==> src/rtl/mc_defs.sv <==
// Shared constants for the multicycle MIPS main control: opcodes, shift functs,
// FSM state codes, ALUOp codes and the control-word layout.
package mc_defs;

    localparam logic [5:0] OP_RTYPE = 6'b000000;
    localparam logic [5:0] OP_J     = 6'b000010;
    localparam logic [5:0] OP_BEQ   = 6'b000100;
    localparam logic [5:0] OP_BNE   = 6'b000101;
    localparam logic [5:0] OP_ADDIU = 6'b001001;
    localparam logic [5:0] OP_SLTI  = 6'b001010;
    localparam logic [5:0] OP_SLTIU = 6'b001011;
    localparam logic [5:0] OP_ANDI  = 6'b001100;
    localparam logic [5:0] OP_ORI   = 6'b001101;
    localparam logic [5:0] OP_XORI  = 6'b001110;
    localparam logic [5:0] OP_LUI   = 6'b001111;
    localparam logic [5:0] OP_LW    = 6'b100011;
    localparam logic [5:0] OP_SW    = 6'b101011;

    localparam logic [5:0] FN_SLL = 6'b000000;
    localparam logic [5:0] FN_SRL = 6'b000010;
    localparam logic [5:0] FN_SRA = 6'b000011;

    localparam logic [3:0] ALU_ADD   = 4'b0000;
    localparam logic [3:0] ALU_SUB   = 4'b0001;
    localparam logic [3:0] ALU_ADDIU = 4'b0010;
    localparam logic [3:0] ALU_ANDI  = 4'b0011;
    localparam logic [3:0] ALU_LUI   = 4'b0100;
    localparam logic [3:0] ALU_ORI   = 4'b0101;
    localparam logic [3:0] ALU_SLTI  = 4'b0110;
    localparam logic [3:0] ALU_SLTIU = 4'b0111;
    localparam logic [3:0] ALU_XORI  = 4'b1000;
    localparam logic [3:0] ALU_RTYPE = 4'b1100;

    typedef enum logic [3:0] {
        S_IF    = 4'd0,
        S_ID    = 4'd1,
        S_MADDR = 4'd2,
        S_MRD   = 4'd3,
        S_MWB   = 4'd4,
        S_MWR   = 4'd5,
        S_REX   = 4'd6,
        S_RWB   = 4'd7,
        S_BR    = 4'd8,
        S_JMP   = 4'd9,
        S_IEX   = 4'd10,
        S_IWB   = 4'd11
    } state_t;

    typedef struct packed {
        logic       pcwrite;
        logic       pcwritecond;
        logic       bne;
        logic       iord;
        logic       memread;
        logic       memwrite;
        logic       irwrite;
        logic       memtoreg;
        logic       regdst;
        logic       regwrite;
        logic [1:0] alusrca;
        logic [1:0] alusrcb;
        logic [1:0] pcsource;
        logic [3:0] aluop;
    } ctrl_t;

    localparam ctrl_t CTRL_IDLE = ctrl_t'(20'd0);

    // Shift-by-shamt R-type functions take operand A from the shamt field.
    function automatic logic is_shift(input logic [5:0] funct);
        logic r;
        case (funct)
            FN_SLL, FN_SRL, FN_SRA: r = 1'b1;
            default:                r = 1'b0;
        endcase
        return r;
    endfunction

    function automatic logic [3:0] imm_aluop(input logic [5:0] op);
        logic [3:0] r;
        case (op)
            OP_ADDIU: r = ALU_ADDIU;
            OP_ANDI:  r = ALU_ANDI;
            OP_LUI:   r = ALU_LUI;
            OP_ORI:   r = ALU_ORI;
            OP_SLTI:  r = ALU_SLTI;
            OP_SLTIU: r = ALU_SLTIU;
            OP_XORI:  r = ALU_XORI;
            default:  r = ALU_ADD;
        endcase
        return r;
    endfunction

endpackage

==> src/rtl/mc_main_ctrl_if.sv <==
// Control bundle between the main control FSM (master) and the datapath (slave).
interface mc_main_ctrl_if;
    logic [5:0] op;
    logic [5:0] funct;
    logic       PCWrite;
    logic       PCWriteCond;
    logic       Bne;
    logic       IorD;
    logic       MemRead;
    logic       MemWrite;
    logic       IRWrite;
    logic       MemtoReg;
    logic       RegDst;
    logic       RegWrite;
    logic [1:0] ALUSrcA;
    logic [1:0] ALUSrcB;
    logic [1:0] PCSource;
    logic [3:0] ALUOp;
    logic [3:0] state;

    modport master (
        input  op, funct,
        output PCWrite, PCWriteCond, Bne, IorD, MemRead, MemWrite, IRWrite,
               MemtoReg, RegDst, RegWrite, ALUSrcA, ALUSrcB, PCSource, ALUOp, state
    );

    modport slave (
        output op, funct,
        input  PCWrite, PCWriteCond, Bne, IorD, MemRead, MemWrite, IRWrite,
               MemtoReg, RegDst, RegWrite, ALUSrcA, ALUSrcB, PCSource, ALUOp, state
    );
endinterface

==> src/rtl/mc_next_state.sv <==
// Combinational next-state function of the main control FSM.
module mc_next_state
    import mc_defs::*;
(
    input  state_t     state,
    input  logic [5:0] op,
    output state_t     next
);

    // Instruction sequencing; unknown opcodes retire from ID, illegal codes recover to IF.
    always_comb begin
        next = S_IF;
        case (state)
            S_IF: next = S_ID;
            S_ID: begin
                case (op)
                    OP_LW, OP_SW:     next = S_MADDR;
                    OP_RTYPE:         next = S_REX;
                    OP_BEQ, OP_BNE:   next = S_BR;
                    OP_J:             next = S_JMP;
                    OP_ADDIU, OP_ANDI, OP_LUI, OP_ORI,
                    OP_SLTI, OP_SLTIU, OP_XORI: next = S_IEX;
                    default:          next = S_IF;
                endcase
            end
            S_MADDR: begin
                if (op == OP_LW) begin
                    next = S_MRD;
                end else begin
                    next = S_MWR;
                end
            end
            S_MRD:   next = S_MWB;
            S_REX:   next = S_RWB;
            S_IEX:   next = S_IWB;
            S_MWB, S_MWR, S_RWB, S_BR, S_JMP, S_IWB: next = S_IF;
            default: next = S_IF;
        endcase
    end

endmodule

==> src/rtl/mc_main_ctrl.sv <==
// Main control FSM of the multicycle MIPS core. Control outputs are registered
// from the decode of the next state, so they always match the state register.
module mc_main_ctrl
    import mc_defs::*;
(
    input  logic          clk,
    input  logic          rst,
    mc_main_ctrl_if.master bus
);

    state_t state_r;
    state_t next_s;
    ctrl_t  ctrl_r;
    ctrl_t  ctrl_next_s;
    ctrl_t  ctrl_out_s;

    function automatic ctrl_t decode(input state_t st, input logic [5:0] op,
                                     input logic [5:0] funct);
        ctrl_t c;
        c = CTRL_IDLE;
        case (st)
            S_IF: begin
                c.memread  = 1'b1;
                c.irwrite  = 1'b1;
                c.pcwrite  = 1'b1;
                c.alusrcb  = 2'b01;
            end
            S_ID:    c.alusrcb = 2'b11;
            S_MADDR: begin
                c.alusrca = 2'b01;
                c.alusrcb = 2'b10;
            end
            S_MRD: begin
                c.memread = 1'b1;
                c.iord    = 1'b1;
            end
            S_MWB: begin
                c.regwrite = 1'b1;
                c.memtoreg = 1'b1;
            end
            S_MWR: begin
                c.memwrite = 1'b1;
                c.iord     = 1'b1;
            end
            S_REX: begin
                c.aluop = ALU_RTYPE;
                if (is_shift(funct)) begin
                    c.alusrca = 2'b10;
                end else begin
                    c.alusrca = 2'b01;
                end
            end
            S_RWB: begin
                c.regwrite = 1'b1;
                c.regdst   = 1'b1;
            end
            S_BR: begin
                c.alusrca     = 2'b01;
                c.aluop       = ALU_SUB;
                c.pcwritecond = 1'b1;
                c.pcsource    = 2'b01;
                c.bne         = (op == OP_BNE);
            end
            S_JMP: begin
                c.pcwrite  = 1'b1;
                c.pcsource = 2'b10;
            end
            S_IEX: begin
                c.alusrca = 2'b01;
                c.alusrcb = 2'b10;
                c.aluop   = imm_aluop(op);
            end
            S_IWB:   c.regwrite = 1'b1;
            default: c = CTRL_IDLE;
        endcase
        return c;
    endfunction

    mc_next_state u_next_state (
        .state (state_r),
        .op    (bus.op),
        .next  (next_s)
    );

    // Decode of the state about to be entered; IR is stable from ID on.
    always_comb begin
        ctrl_next_s = decode(next_s, bus.op, bus.funct);
    end

    // State and control-word registers.
    always_ff @(posedge clk or posedge rst) begin
        if (rst) begin
            state_r <= S_IF;
            ctrl_r  <= decode(S_IF, OP_RTYPE, FN_SLL);
        end else begin
            state_r <= next_s;
            ctrl_r  <= ctrl_next_s;
        end
    end

    // Reset masks every strobe at once; IF controls appear on release.
    always_comb begin
        if (rst) begin
            ctrl_out_s = CTRL_IDLE;
        end else begin
            ctrl_out_s = ctrl_r;
        end
    end

    assign bus.PCWrite     = ctrl_out_s.pcwrite;
    assign bus.PCWriteCond = ctrl_out_s.pcwritecond;
    assign bus.Bne         = ctrl_out_s.bne;
    assign bus.IorD        = ctrl_out_s.iord;
    assign bus.MemRead     = ctrl_out_s.memread;
    assign bus.MemWrite    = ctrl_out_s.memwrite;
    assign bus.IRWrite     = ctrl_out_s.irwrite;
    assign bus.MemtoReg    = ctrl_out_s.memtoreg;
    assign bus.RegDst      = ctrl_out_s.regdst;
    assign bus.RegWrite    = ctrl_out_s.regwrite;
    assign bus.ALUSrcA     = ctrl_out_s.alusrca;
    assign bus.ALUSrcB     = ctrl_out_s.alusrcb;
    assign bus.PCSource    = ctrl_out_s.pcsource;
    assign bus.ALUOp       = ctrl_out_s.aluop;
    assign bus.state       = state_r;

endmodule

==> src/flat_wrapper.sv <==
// flat-port wrapper written by rule: the top's interface ports become plain ports
module mc_main_ctrl_flat import mc_defs::*;
  (clk, rst, bus_op, bus_funct, bus_PCWrite, bus_PCWriteCond, bus_Bne, bus_IorD, bus_MemRead, bus_MemWrite, bus_IRWrite, bus_MemtoReg, bus_RegDst, bus_RegWrite, bus_ALUSrcA, bus_ALUSrcB, bus_PCSource, bus_ALUOp, bus_state);
  mc_main_ctrl_if bus_i ();
  input  logic clk;
  input  logic rst;
  input wire logic [$bits(bus_i.op)-1:0] bus_op;
  input wire logic [$bits(bus_i.funct)-1:0] bus_funct;
  output wire logic [$bits(bus_i.PCWrite)-1:0] bus_PCWrite;
  output wire logic [$bits(bus_i.PCWriteCond)-1:0] bus_PCWriteCond;
  output wire logic [$bits(bus_i.Bne)-1:0] bus_Bne;
  output wire logic [$bits(bus_i.IorD)-1:0] bus_IorD;
  output wire logic [$bits(bus_i.MemRead)-1:0] bus_MemRead;
  output wire logic [$bits(bus_i.MemWrite)-1:0] bus_MemWrite;
  output wire logic [$bits(bus_i.IRWrite)-1:0] bus_IRWrite;
  output wire logic [$bits(bus_i.MemtoReg)-1:0] bus_MemtoReg;
  output wire logic [$bits(bus_i.RegDst)-1:0] bus_RegDst;
  output wire logic [$bits(bus_i.RegWrite)-1:0] bus_RegWrite;
  output wire logic [$bits(bus_i.ALUSrcA)-1:0] bus_ALUSrcA;
  output wire logic [$bits(bus_i.ALUSrcB)-1:0] bus_ALUSrcB;
  output wire logic [$bits(bus_i.PCSource)-1:0] bus_PCSource;
  output wire logic [$bits(bus_i.ALUOp)-1:0] bus_ALUOp;
  output wire logic [$bits(bus_i.state)-1:0] bus_state;
  assign bus_i.op = bus_op;
  assign bus_i.funct = bus_funct;
  assign bus_PCWrite = bus_i.PCWrite;
  assign bus_PCWriteCond = bus_i.PCWriteCond;
  assign bus_Bne = bus_i.Bne;
  assign bus_IorD = bus_i.IorD;
  assign bus_MemRead = bus_i.MemRead;
  assign bus_MemWrite = bus_i.MemWrite;
  assign bus_IRWrite = bus_i.IRWrite;
  assign bus_MemtoReg = bus_i.MemtoReg;
  assign bus_RegDst = bus_i.RegDst;
  assign bus_RegWrite = bus_i.RegWrite;
  assign bus_ALUSrcA = bus_i.ALUSrcA;
  assign bus_ALUSrcB = bus_i.ALUSrcB;
  assign bus_PCSource = bus_i.PCSource;
  assign bus_ALUOp = bus_i.ALUOp;
  assign bus_state = bus_i.state;
  mc_main_ctrl u_core (.clk(clk), .rst(rst), .bus(bus_i));
endmodule
==> config.mk <==
export PLATFORM = sky130hd
export DESIGN_NAME = mc_main_ctrl_flat
export DESIGN_NICKNAME = d
export VERILOG_FILES = /design/src/rtl/mc_defs.sv /design/src/rtl/mc_main_ctrl_if.sv /design/src/rtl/mc_next_state.sv /design/src/rtl/mc_main_ctrl.sv /design/src/flat_wrapper.sv
export SDC_FILE = /design/constraint.sdc
export NUM_CORES = 1
export LEC_CHECK = 0
export ABC_AREA = 1
export CAP_MARGIN = 25
export CORE_MARGIN = 1.5
export CORE_UTILIZATION = 47
export CTS_CLUSTER_DIAMETER = 100
export DETAILED_ROUTE_END_ITERATION = 10
export PLACE_DENSITY = 0.83
export SLEW_MARGIN = 20
export SYNTH_ARGS = -nofsm -noshare
export SYNTH_HDL_FRONTEND = slang
export SYNTH_SLANG_ARGS = --single-unit
export TNS_END_PERCENT = 20
==> constraint.sdc <==
create_clock -name clk -period 1.8 [get_ports clk]
set_input_delay 0.45 -clock clk [delete_from_list [all_inputs] [get_ports clk]]
set_output_delay 0.45 -clock clk [all_outputs]
set_load 0.05 [all_outputs]
======== Word-level counts from Yosys, hierarchy flattened ========
Memory sizes are Yosys's and may differ from the RTL's.
Index checks and enable logic that the tools add are counted.
storage, ports and cells
  flip-flop bits (word level) ............. 24
  word-level logic and storage cells ...... 73
  input bits .............................. 14
  memories ................................ 1
  memory bits (read-only) ................. 256
memories
  name             words  bits a word  read ports  clocked after memory_dff  write ports  line                 source
  (no name shown)  64     4            1           0                         0            mc_next_state.sv:16  case (op)
cells by class
  reductions and logical operators ........ 10
  muxes and demuxes ....................... 20
  equality and inequality tests ........... 27
operators with widths
  kind                count
  $eq 6x4->1 const B  7
  $pmux 4 s7          1
  $pmux 4 s6          1
  $eq 4x3->1 const B  5
  $eq 4x4->1 const B  5
  $mux 20             1
  $eq 4x2->1 const B  4
  $eq 6x2->1 const B  2
  $pmux 4 s3          1
  $mux 1              10
  $reduce_or 3->1     3
  $eq 4x1->1 const B  2
  $logic_not 4->1     2
  $pmux 2 s2          2
  $reduce_or 2->1     4
  $eq 6x3->1 const B  1
  $eq 6x6->1 const B  1
  $logic_not 6->1     1
  $pmux 2 s3          1
  $mux 2              2
  $mux 3              1

======== Longest topological paths before layout ========
  depth in word-level cells ............... 7
  depth in mapped cells ................... 12
  depth with buffers taken out ............ 11

======== By module ========
A second synthesis with hierarchy kept.
second synthesis, totals
  cell total of the unflattened synthesis .. 192
  area total of the unflattened synthesis .. 1306.3 um^2
modules (own cells, without submodules)
  module         sequential area each (um^2)  instances  area each (um^2)  cells an instance
  mc_main_ctrl   580.6                        1          1061.0            135
  mc_next_state  0.0                          1          245.2             57

======== Worst setup path before layout ========
Ideal clock, no wire load.
  kind .................................... input port to output port
  start point ............................. input rst
  end point ............................... output bus_PCSource[0]
  path buffers ............................ 2
  arrival ................................. 1675 ps
  setup slack ............................. -325 ps
  stages on the path ...................... 3
  data required time ...................... 1350 ps
  cell sequence ........................... clkbuf_1 > nor2_1 > buf_4
on the way
  cells in the longest elaborated chain, start to end .. 1
RTL lines
  element             line                 source
  start: declaration  flat_wrapper.sv:6    input logic rst;
  $mux 20             mc_main_ctrl.sv:103  if (rst) begin
  end: declaration    flat_wrapper.sv:21   output wire logic [$bits(bus_i.PCSource)-1:0] bus_PCSource;
No other way between the ends.

==> summary.md <==
| Metric | Value |
|---|---|
| Outcome | finished clean |
| Die height | 56.5 um |
| Fin. Hold Viols | 0 |
| Worst slew pin tran | around 0.44 ns |
| Fin Clk Skew | around 0.0062 ns |
| Final setup vio count | 0 |
| Gr usage total | 0.235 |
| Nets | between 200 and 300 |
| Ys flop type | dfrtp_1 |
| Routed vias/inst | a little over 5 |
| Max_cap viols | 0 |
| Hold Path Class | in -> async |
| Total congestion overflow | 0 |
| CTS tree | built |
| Pin count of the biggest net entering global routing | 13 |
| Dpl cells | about 280 |
| Worst slew margin | 0.706 |
| Worst-path fanout max | 5 |
| Top cell type's share of synthesized area | 0.353 |
| Synth cell types | 22 |
| Top cells by area, synth | dfrtp_1, nor2_1, inv_1 |
| Synthesized area per cell | between 7 and 8 um^2 |
| Starting DRT DRC Count | 32 |
| Ports | 38 |
| Worst VDD drop | 1180 uV |
| RSZ-0062 raised after global routing | true |
| Root Buffer | clkbuf_4 |
| Min Clock Period, post-route | 1.74 ns |
| Crit start category | input port |
| Worst-path clk slew | 0.13 ns |
| Post-Route WL | approximately 3700 um |
| Clk sinks | 23 |
| Place WS | -0.573 ns |
| Vias in the first global route | around 1400 |
| Worst Path Required | approximately 2.1 ns |
| Cell Pwr Density | around 1200 nW/um^2 |
| Hold slack final | about 0.51 ns |
| Initial Utilization | 0.493 |
| Drt pass-1 iters | 7 |
| DR WL/cell | between 10 and 15 um |
| Final period utilization | 0.965 |
| Hold_buf cts | 0 |
| Vias | 1445 |
| Clk buf depth | 2 |
| WP data arrival | just under 2 ns |
| Most common cell after layout, fill and taps aside | inv_1 |
| EDFF count, synth | 0 |
| Flops & latches, synth | 23 |
| Fraction of layout cells with a size suffix above 1 | 0.456 |
| CP peak stage delay | about 0.5 ns |
| Fillers | roughly 140 |
| Max Fclk | between 0.5 and 0.6 GHz |
| Post-DP HPWL | between 2000 and 3000 um |
| Post-synthesis sequential area ratio | 0.431 |
| Mapped Nets | between 150 and 200 |
| Final WS setup | approximately 0.063 ns |
| Max Slew Vio Count | 0 |
| DRC Markers | 0 |
| Core box area | ~2700 um^2 |
| CTS buffer count | 3 |
| Crit path launch | bus_op[3] |
| LEAKAGE | 1.15 nW |
| Clock Latency Late Sink | approximately 0.31 ns |
| First-pass GRT wire length | 5850 um |
| Post-DRT Antenna Nets | 0 |
| Die area | ~3200 um^2 |
| RePlAce Congestion | around 0.83 |
| Warnings, synthesis | 0 |
| # H-tree levels | 1 |
| Cell Rows | 19 |
| Number of diodes | 0 |
| Synthesized area | ~1300 um^2 |
| Worst r2r src | u_core.bus.state[0] |
| DIE WIDTH | 56.5 um |
| Type of destination of the critical path | flop |
| Critical path class | in -> reg |
| Commonest non-fill, non-tap cells in the layout | inv_1, buf_4, nand2_1, nor2_1, buf_12 |
| Non-Filler Instances | 283 |
| Initial antenna violation count | 0 |
| Setup TNS | 0 ns |
| Slowest CP cell | clkdlybuf4s50_1 |
| Crit path cell chain | clkdlybuf4s50_1, inv_2, ha_1, o21ai_2, nand3_2, nand2_4, nand2_4, nor2_4, nand2_1, nand2_1 |
| Fraction of registers with async set/reset | 1.00 |
| Yosys top cell by area | dfrtp_1 |
| P&R area growth vs syn | 71.8% |
| Port bufs | 37 |
| Mapped Cells | 183 |
routing by layer:
metal / track usage / up-vias / share of wire
met5: 0 / - / 0
met4: 0.0884 / 0 / 0.047
li1: - / 689 / -
met1: 0.274 / 659 / 0.37
met2: 0.432 / 74 / 0.53
met3: 0.0300 / 23 / 0.052
synth_stat cells (4+ instances only):
master	count
nand3_1	12
nand2_2	7
nand2_1	23
nor2_2	6
inv_1	35
dfrtp_1	19
nand3_2	4
dfstp_2	4
nor3_1	4
o21ai_0	7
inv_2	5
nor2_1	41
worst paths after layout:
path                                  endpoint  slack [ns]  depth (start not counted)
setup / recovery              u_core.ctrl_r[3]        0.06                         10
hold / removal             u_core.bus.state[1]        0.51                          3
setup reg to reg             u_core.ctrl_r[19]        0.16                          9
hold reg to reg              u_core.ctrl_r[16]        0.61                          2
max in group asynchronous     u_core.ctrl_r[0]        0.81                          4
min in group clk             u_core.ctrl_r[15]        0.57                          4
kinds of logic (layout without fill, tap and decap cells):
family	count (synthesis)	in the layout	share of synthesized area
buffers and inverters	44	113	0.128
AO/OA/AOI/OAI	10	10	0.0483
AND/OR/NAND/NOR	105	105	0.383
flip-flops	23	23	0.431
adder cells (fa/ha/maj)	1	1	0.00928
through the flow:
stage	area, um^2	util	total power [mW]
2_1_floorplan	1360	-	1.63
3_3_place_gp	2150	0.788	2.29
3_5_place_dp	2150	0.788	2.36
4_1_cts	2270	0.831	2.64
5_1_grt	2310	0.847	2.86
6_report	2310	0.847	2.71
worst max-delay path, delay by kind of cell:
kind	cells	cell delay, ns
and+or+nand+nor	6	0.60
AOI/OAI and AO/OA	1	0.14
buffers and inverters	2	0.54
adders and majority gates	1	0.28
sequential cells by signal, indices dropped and copies added (netlist names):
register / flops
u_core.ctrl_r: 19
u_core.bus.state: 4
where the power goes:
group / internal (mW) / switching, mW / leakage [nW]
combinational: 0.699 / 1.00 / 0.835
sequential: 0.689 / 0.0840 / 0.301
clock: 0.0866 / 0.154 / 0.0150
repair_timing:
item | 4_1_cts | 5_1_grt
setup endpoints to repair | 37 | 10
pin swaps | 9 | 5
gates resized for setup | 34 | 6
buffers inserted | 0 | 3
cloned | 1 | 0
final cells by class:
class | count | area, um^2 | share of cell area
repair buffers | 69 | 821 | 0.355
multi-input cells | 116 | 698 | 0.302
flip-flops and latches | 23 | 581 | 0.251
inverters | 40 | 150 | 0.0649
well taps | 31 | 38.8 | 0.0168
clock buffers | 4 | 26.3 | 0.0114
(Power assumes the default switching activity.)
